==> src/rtl/dma_ctrl.sv <==
`default_nettype none
// ============================================================================
// Module   : dma_ctrl
// Purpose  : Streaming DMA initiator. Loads an even number of words from an
//            upstream valid/ready stream into memory, then walks the memory
//            controller through transfer / process / process-done condition
//            codes once per operand pair, waiting on the FPU for each pair.
// Ports    : dma_clk, dma_reset (sync, active-low)
//            dma_start, dma_len             job request
//            dma_src_data/valid/ready       upstream stream
//            dma_proc_done, dma_mc_err      FPU / memory controller status
//            dma_addr, dma_data, dma_we,
//            dma_cond                       memory controller drive
//            dma_pair, dma_busy,
//            dma_done, dma_err              job status
// Revision : 1.0  initial release
// ============================================================================
module dma_ctrl #(
  parameter int DATA_W  = 32,
  parameter int ADDR_W  = 7,
  parameter int TIMEOUT = 255
) (
  input  logic              dma_clk,
  input  logic              dma_reset,
  input  logic              dma_start,
  input  logic [ADDR_W-1:0] dma_len,
  input  logic [DATA_W-1:0] dma_src_data,
  input  logic              dma_src_valid,
  output logic              dma_src_ready,
  input  logic              dma_proc_done,
  input  logic              dma_mc_err,
  output logic [ADDR_W-1:0] dma_addr,
  output logic [DATA_W-1:0] dma_data,
  output logic              dma_we,
  output logic [3:0]        dma_cond,
  output logic [5:0]        dma_pair,
  output logic              dma_busy,
  output logic              dma_done,
  output logic              dma_err
);

  localparam logic [3:0] COND_STORE = 4'b0000;
  localparam logic [3:0] COND_XFER  = 4'b1100;
  localparam logic [3:0] COND_PROC  = 4'b1111;
  localparam logic [3:0] COND_PDONE = 4'b1110;
  // PROC lasts at most TIMEOUT cycles; the wait counter reads 0 on the first.
  localparam logic [7:0] WAIT_LAST  = 8'(TIMEOUT - 1);

  typedef enum logic [2:0] {
    S_IDLE, S_LOAD, S_FLUSH, S_XFER_A, S_XFER_B, S_PROC, S_DONE, S_FINISH
  } state_t;

  state_t            state, state_nx;
  logic [ADDR_W-1:0] len_q, len_nx;
  logic [ADDR_W-1:0] wcnt, wcnt_nx;
  logic [5:0]        pair, pair_nx, pair_inc;
  logic [7:0]        wait_cnt, wait_nx;
  logic [ADDR_W-1:0] addr_nx;
  logic [DATA_W-1:0] data_nx;
  logic              we_nx, done_nx, err_nx;
  logic [3:0]        cond_nx;
  logic              len_ok, last_pair;

  assign len_ok    = (dma_len >= ADDR_W'(2)) && (32'(dma_len) <= 32'd126) && !dma_len[0];
  assign pair_inc  = pair + 6'd1;
  assign last_pair = (ADDR_W'(pair_inc) == (len_q >> 1));

  assign dma_src_ready = (state == S_LOAD);
  assign dma_busy      = (state != S_IDLE);
  assign dma_pair      = pair;

  // Registered outputs are computed for the state being entered, so each
  // output lines up with the state it belongs to.
  always_comb begin
    state_nx = state;
    len_nx   = len_q;
    wcnt_nx  = wcnt;
    pair_nx  = pair;
    wait_nx  = wait_cnt;
    addr_nx  = dma_addr;
    data_nx  = dma_data;
    we_nx    = 1'b0;
    cond_nx  = COND_STORE;
    done_nx  = 1'b0;
    err_nx   = 1'b0;
    if (state != S_IDLE && dma_mc_err) begin
      state_nx = S_IDLE;
      err_nx   = 1'b1;
    end else begin
      case (state)
        S_IDLE: begin
          if (dma_start) begin
            if (len_ok) begin
              len_nx   = dma_len;
              wcnt_nx  = '0;
              pair_nx  = '0;
              state_nx = S_LOAD;
            end else begin
              err_nx = 1'b1;
            end
          end
        end
        S_LOAD: begin
          if (dma_src_valid) begin
            we_nx   = 1'b1;
            data_nx = dma_src_data;
            addr_nx = wcnt;
            wcnt_nx = wcnt + 1'b1;
            if (wcnt == len_q - 1'b1) state_nx = S_FLUSH;
          end
        end
        S_FLUSH: begin
          state_nx = S_XFER_A;
          cond_nx  = COND_XFER;
          addr_nx  = ADDR_W'({pair, 1'b0});
        end
        S_XFER_A: begin
          state_nx = S_XFER_B;
          cond_nx  = COND_XFER;
          addr_nx  = ADDR_W'({pair, 1'b1});
        end
        S_XFER_B: begin
          state_nx = S_PROC;
          cond_nx  = COND_PROC;
          wait_nx  = '0;
        end
        S_PROC: begin
          // proc_done is checked first so it wins over a same-cycle timeout.
          if (dma_proc_done) begin
            state_nx = S_DONE;
            cond_nx  = COND_PDONE;
          end else if (wait_cnt == WAIT_LAST) begin
            state_nx = S_IDLE;
            err_nx   = 1'b1;
          end else begin
            cond_nx = COND_PROC;
            wait_nx = wait_cnt + 8'd1;
          end
        end
        S_DONE: begin
          pair_nx = pair_inc;
          if (last_pair) begin
            state_nx = S_FINISH;
            done_nx  = 1'b1;
          end else begin
            state_nx = S_XFER_A;
            cond_nx  = COND_XFER;
            addr_nx  = ADDR_W'({pair_inc, 1'b0});
          end
        end
        S_FINISH: state_nx = S_IDLE;
        default:  state_nx = S_IDLE;
      endcase
    end
  end

  always_ff @(posedge dma_clk) begin
    if (!dma_reset) begin
      state    <= S_IDLE;
      len_q    <= '0;
      wcnt     <= '0;
      pair     <= '0;
      wait_cnt <= '0;
      dma_addr <= '0;
      dma_data <= '0;
      dma_we   <= 1'b0;
      dma_cond <= COND_STORE;
      dma_done <= 1'b0;
      dma_err  <= 1'b0;
    end else begin
      state    <= state_nx;
      len_q    <= len_nx;
      wcnt     <= wcnt_nx;
      pair     <= pair_nx;
      wait_cnt <= wait_nx;
      dma_addr <= addr_nx;
      dma_data <= data_nx;
      dma_we   <= we_nx;
      dma_cond <= cond_nx;
      dma_done <= done_nx;
      dma_err  <= err_nx;
    end
  end

endmodule
`default_nettype wire

==> config.mk <==
export PLATFORM = sky130hd
export DESIGN_NAME = dma_ctrl
export DESIGN_NICKNAME = d
export VERILOG_FILES = /design/src/rtl/dma_ctrl.sv
export SDC_FILE = /design/constraint.sdc
export NUM_CORES = 1
export LEC_CHECK = 0
export BUFFER_PORTS_ARGS = -buffer_cell sky130_fd_sc_hd__buf_2
export CAP_MARGIN = 5
export CORE_AREA = 4 4 100 102
export CTS_CLUSTER_SIZE = 25
export DETAILED_ROUTE_END_ITERATION = 6
export DIE_AREA = 0 0 104 106
export PLACE_DENSITY = 0.65
export SLEW_MARGIN = 20
export SYNTH_ARGS = -nofsm -noshare
export SYNTH_HDL_FRONTEND = slang
export SYNTH_SLANG_ARGS = --single-unit
==> constraint.sdc <==
create_clock -name dma_clk -period 6.4 [get_ports dma_clk]
set_clock_uncertainty 0.15 [all_clocks]
set_input_delay 0.96 -clock dma_clk [delete_from_list [all_inputs] [get_ports dma_clk]]
set_output_delay 0.96 -clock dma_clk [all_outputs]
set_load 0.03 [all_outputs]
==> flow_summary.toml <==
[synth]
synth_nets = 502
synth_most_common_cell = "nand2_1"
ys_top_cells_by_area = "dfxtp_1, nand2_1, a21boi_0"
ys_types = 54
async_flop_share = 0
synth_compound_area_frac = 0.182
synth_cells = 452
syn_area_mm2 = 0.00380
synth_top_area_frac = 0.400
ys_warn_count = 0
synth_top_family_by_area = "simple AND/OR/NAND/NOR gates"
ys_ff_latch = 76
syn-mean-instance-area_um2 = 8.42
synth-simple-area-share = 0.235
synth_fa_ha_area_frac = 0.0164
post_synth_mux_area_share = 0.0563
synthXorXnorAreaFrac = 0.0635
yosysTopAreaCell = "dfxtp_1"
ys_seq_area_frac = 0.400
synthFlopType = "dfxtp_1"
synth_edf_count = 0
synth_common_cells = "nand2_1, dfxtp_1, nor2_1"

[drt]
dr_total_vias = 3393
ant_nets = 0
drc = 0
drt_pass1_iterations = 4
postRouteWirelength_um = 9540
wl_per_cell_um = 14.7
drt-initial-drc-count = 147
via_per_inst = 5.23

[layout]
num_antenna_cells = 0
fin_nets = 583
drive_gt1_frac = 0.229
fin_cells = 649
area_growth_syn_to_layout_pct = 17.8

[timing]
hold_slack_ns = 0.306
relSlewSlack = 0.341
hold_viol_final = 0
max_freq_mhz = 328
setup_violations = 0
drv_slew = 0
fin_crit_ns = 3.05
period_share = 0.476
rsz0062_at_grt = "false"
worst_slack_ns = 3.35
setup_tns_ns = 0
tightest_slew_ns = 0.989

[grt]
grt_pass1_wl_um = 16100
grt_max_degree = 68
grt_overflow = 0
grt_pass1_vias = 3380
antenna_found_initial = 0
grt_use_total = 0.176

[worst_setup_path]
cp.required_ns = 5.29
path_max_fanout = 22
start_kind = "register"
critPathKind = "register to output port"
cp_data_arrival_time_ns = 1.94
cp-end-kind = "output port"

[place]
place_hpwl_um = 6990
pre_cts_ws_ns = 3.48
dp.cells = 633
port-buffer-count = 98
gp_congestion = 0.866

[floorplan]
io_pins = 99
row_count = 35
fp.dieW_um = 104
die_h_um = 106
placeableCoreArea_mm2 = 0.00911
start_util = 0.418
fp.dieArea_mm2 = 0.0110

[power_and_ir_drop]
leakage_uw = 0.00188
p_per_area_mw_per_mm2 = 216
max-vdd-ir-drop_v = 0.000110

[clock_network]
clock_sinks = 76
cts_hold_buffers = 0
post_cts_buffers = 0
clk_latency_ns = 0.35
cts-resized-gates = 0
htreeDepth = 3
clk_path_buf_depth = 2
root_buffer = "clkbuf_8"
numCtsBuffers = 9
clk_pin_slew_ns = 0.08
cts_tree = "done"

[run_status]
outcome = "finished clean"

[min_path]
hold_path_class = "register to register"

[job]
cap_viol_max_count = 0
[per-layer routing]
metal  global-route usage  vias to the layer above  part of all wire
met2                0.296                      111              0.47
met5                    0                        -                 0
li1                     -                     1714                 -
met3               0.0771                       16             0.090
met4               0.0570                        0             0.017
met1                0.202                     1552              0.42
[cell usage in the layout, fill, tap and decap left out, types with 3 or more instances in the layout]
master    Yosys  layout
o21a_1        5       5
o21ai_0      10      10
buf_2         8      98
a21oi_1      11      11
and2_1        4       4
nor2b_1      15      15
dfxtp_1      76      76
or3_1         4       4
ha_1          5       5
inv_1         7       7
nor2_1       33      32
a21boi_1      5       5
nor3_1        4       4
mux2_2        3       3
xnor2_1       6       6
nand3_1      10      10
mux2i_1      18      18
o22a_1        3       3
nand4_1      11      11
a211oi_1      5       5
and3_1        7       7
o221ai_1      6       6
a211o_1       3       3
nand2_1      90      90
a21boi_0     31      31
clkbuf_8      0      10
xor2_1       19      19
[kinds of logic (layout without fill, tap and decap cells)]
| logic type | count (synthesis) | count (layout) |
|---|---|---|
| and+or+nand+nor | 190 | 190 |
| AOI/OAI and AO/OA | 96 | 96 |
| DFF | 76 | 76 |
| buffers and inverters | 38 | 124 |
| xor gates and xnor gates | 26 | 26 |
| muxes | 21 | 21 |
| adders and majority gates | 5 | 5 |
[critical path: stages (launching register included)]
cell	delay (ns)
dfxtp_1	0.80
nand2b_1	0.14
nor2_1	0.37
buf_2	0.28
[registers in the layout, indices dropped and copies added (netlist names)]
signal / flops
dma_done: 1
dma_addr: 7
dma_err: 1
dma_we: 1
wait_cnt: 8
state: 3
dma_cond: 3
len_q: 7
dma_pair: 6
wcnt: 7
dma_data: 32
[area by class of cell]
cell class	count	area (um^2)
Tap cell	111	139
Clock inverter	4	32.5
Sequential cell	76	1520
Inverter	8	30.0
Clock buffer	12	145
Fill cell	900	4630
Timing Repair Buffer	100	505
Multi-Input combinational cell	338	2110
[report_power, final]
part           total, uW  leakage [uW]  switching, uW  internal [uW]
Combinational        132       0.00119           79.0           52.9
Clock                337     0.0000832            183            154
Sequential           499      0.000614           15.4            484
Total                968       0.00188            277            690
[path summary, 6_finish.rpt]
path                             startpoint                   endpoint  slack (ns)  cells past startpoint
setup / recovery      state[0]$_SDFFE_PP0P_              dma_src_ready        3.35                      3
hold / removal    dma_data[17]$_SDFFE_PN0P_  dma_data[17]$_SDFFE_PN0P_        0.31                      2
hold reg to reg   dma_data[17]$_SDFFE_PN0P_  dma_data[17]$_SDFFE_PN0P_        0.31                      2
setup reg to reg      state[0]$_SDFFE_PP0P_   dma_pair[2]$_SDFFE_PN0P_        3.87                      6
[per-stage QoR]
stage	total power (uW)	util	instance area, um^2
global route	1010	0.492	4480
finish	968	0.492	4480
detailed placement	642	0.472	4300
global placement	639	0.472	4300
floorplan	602	-	3800
CTS	982	0.492	4480
No activity file was read; power rests on OpenSTA's default activity.
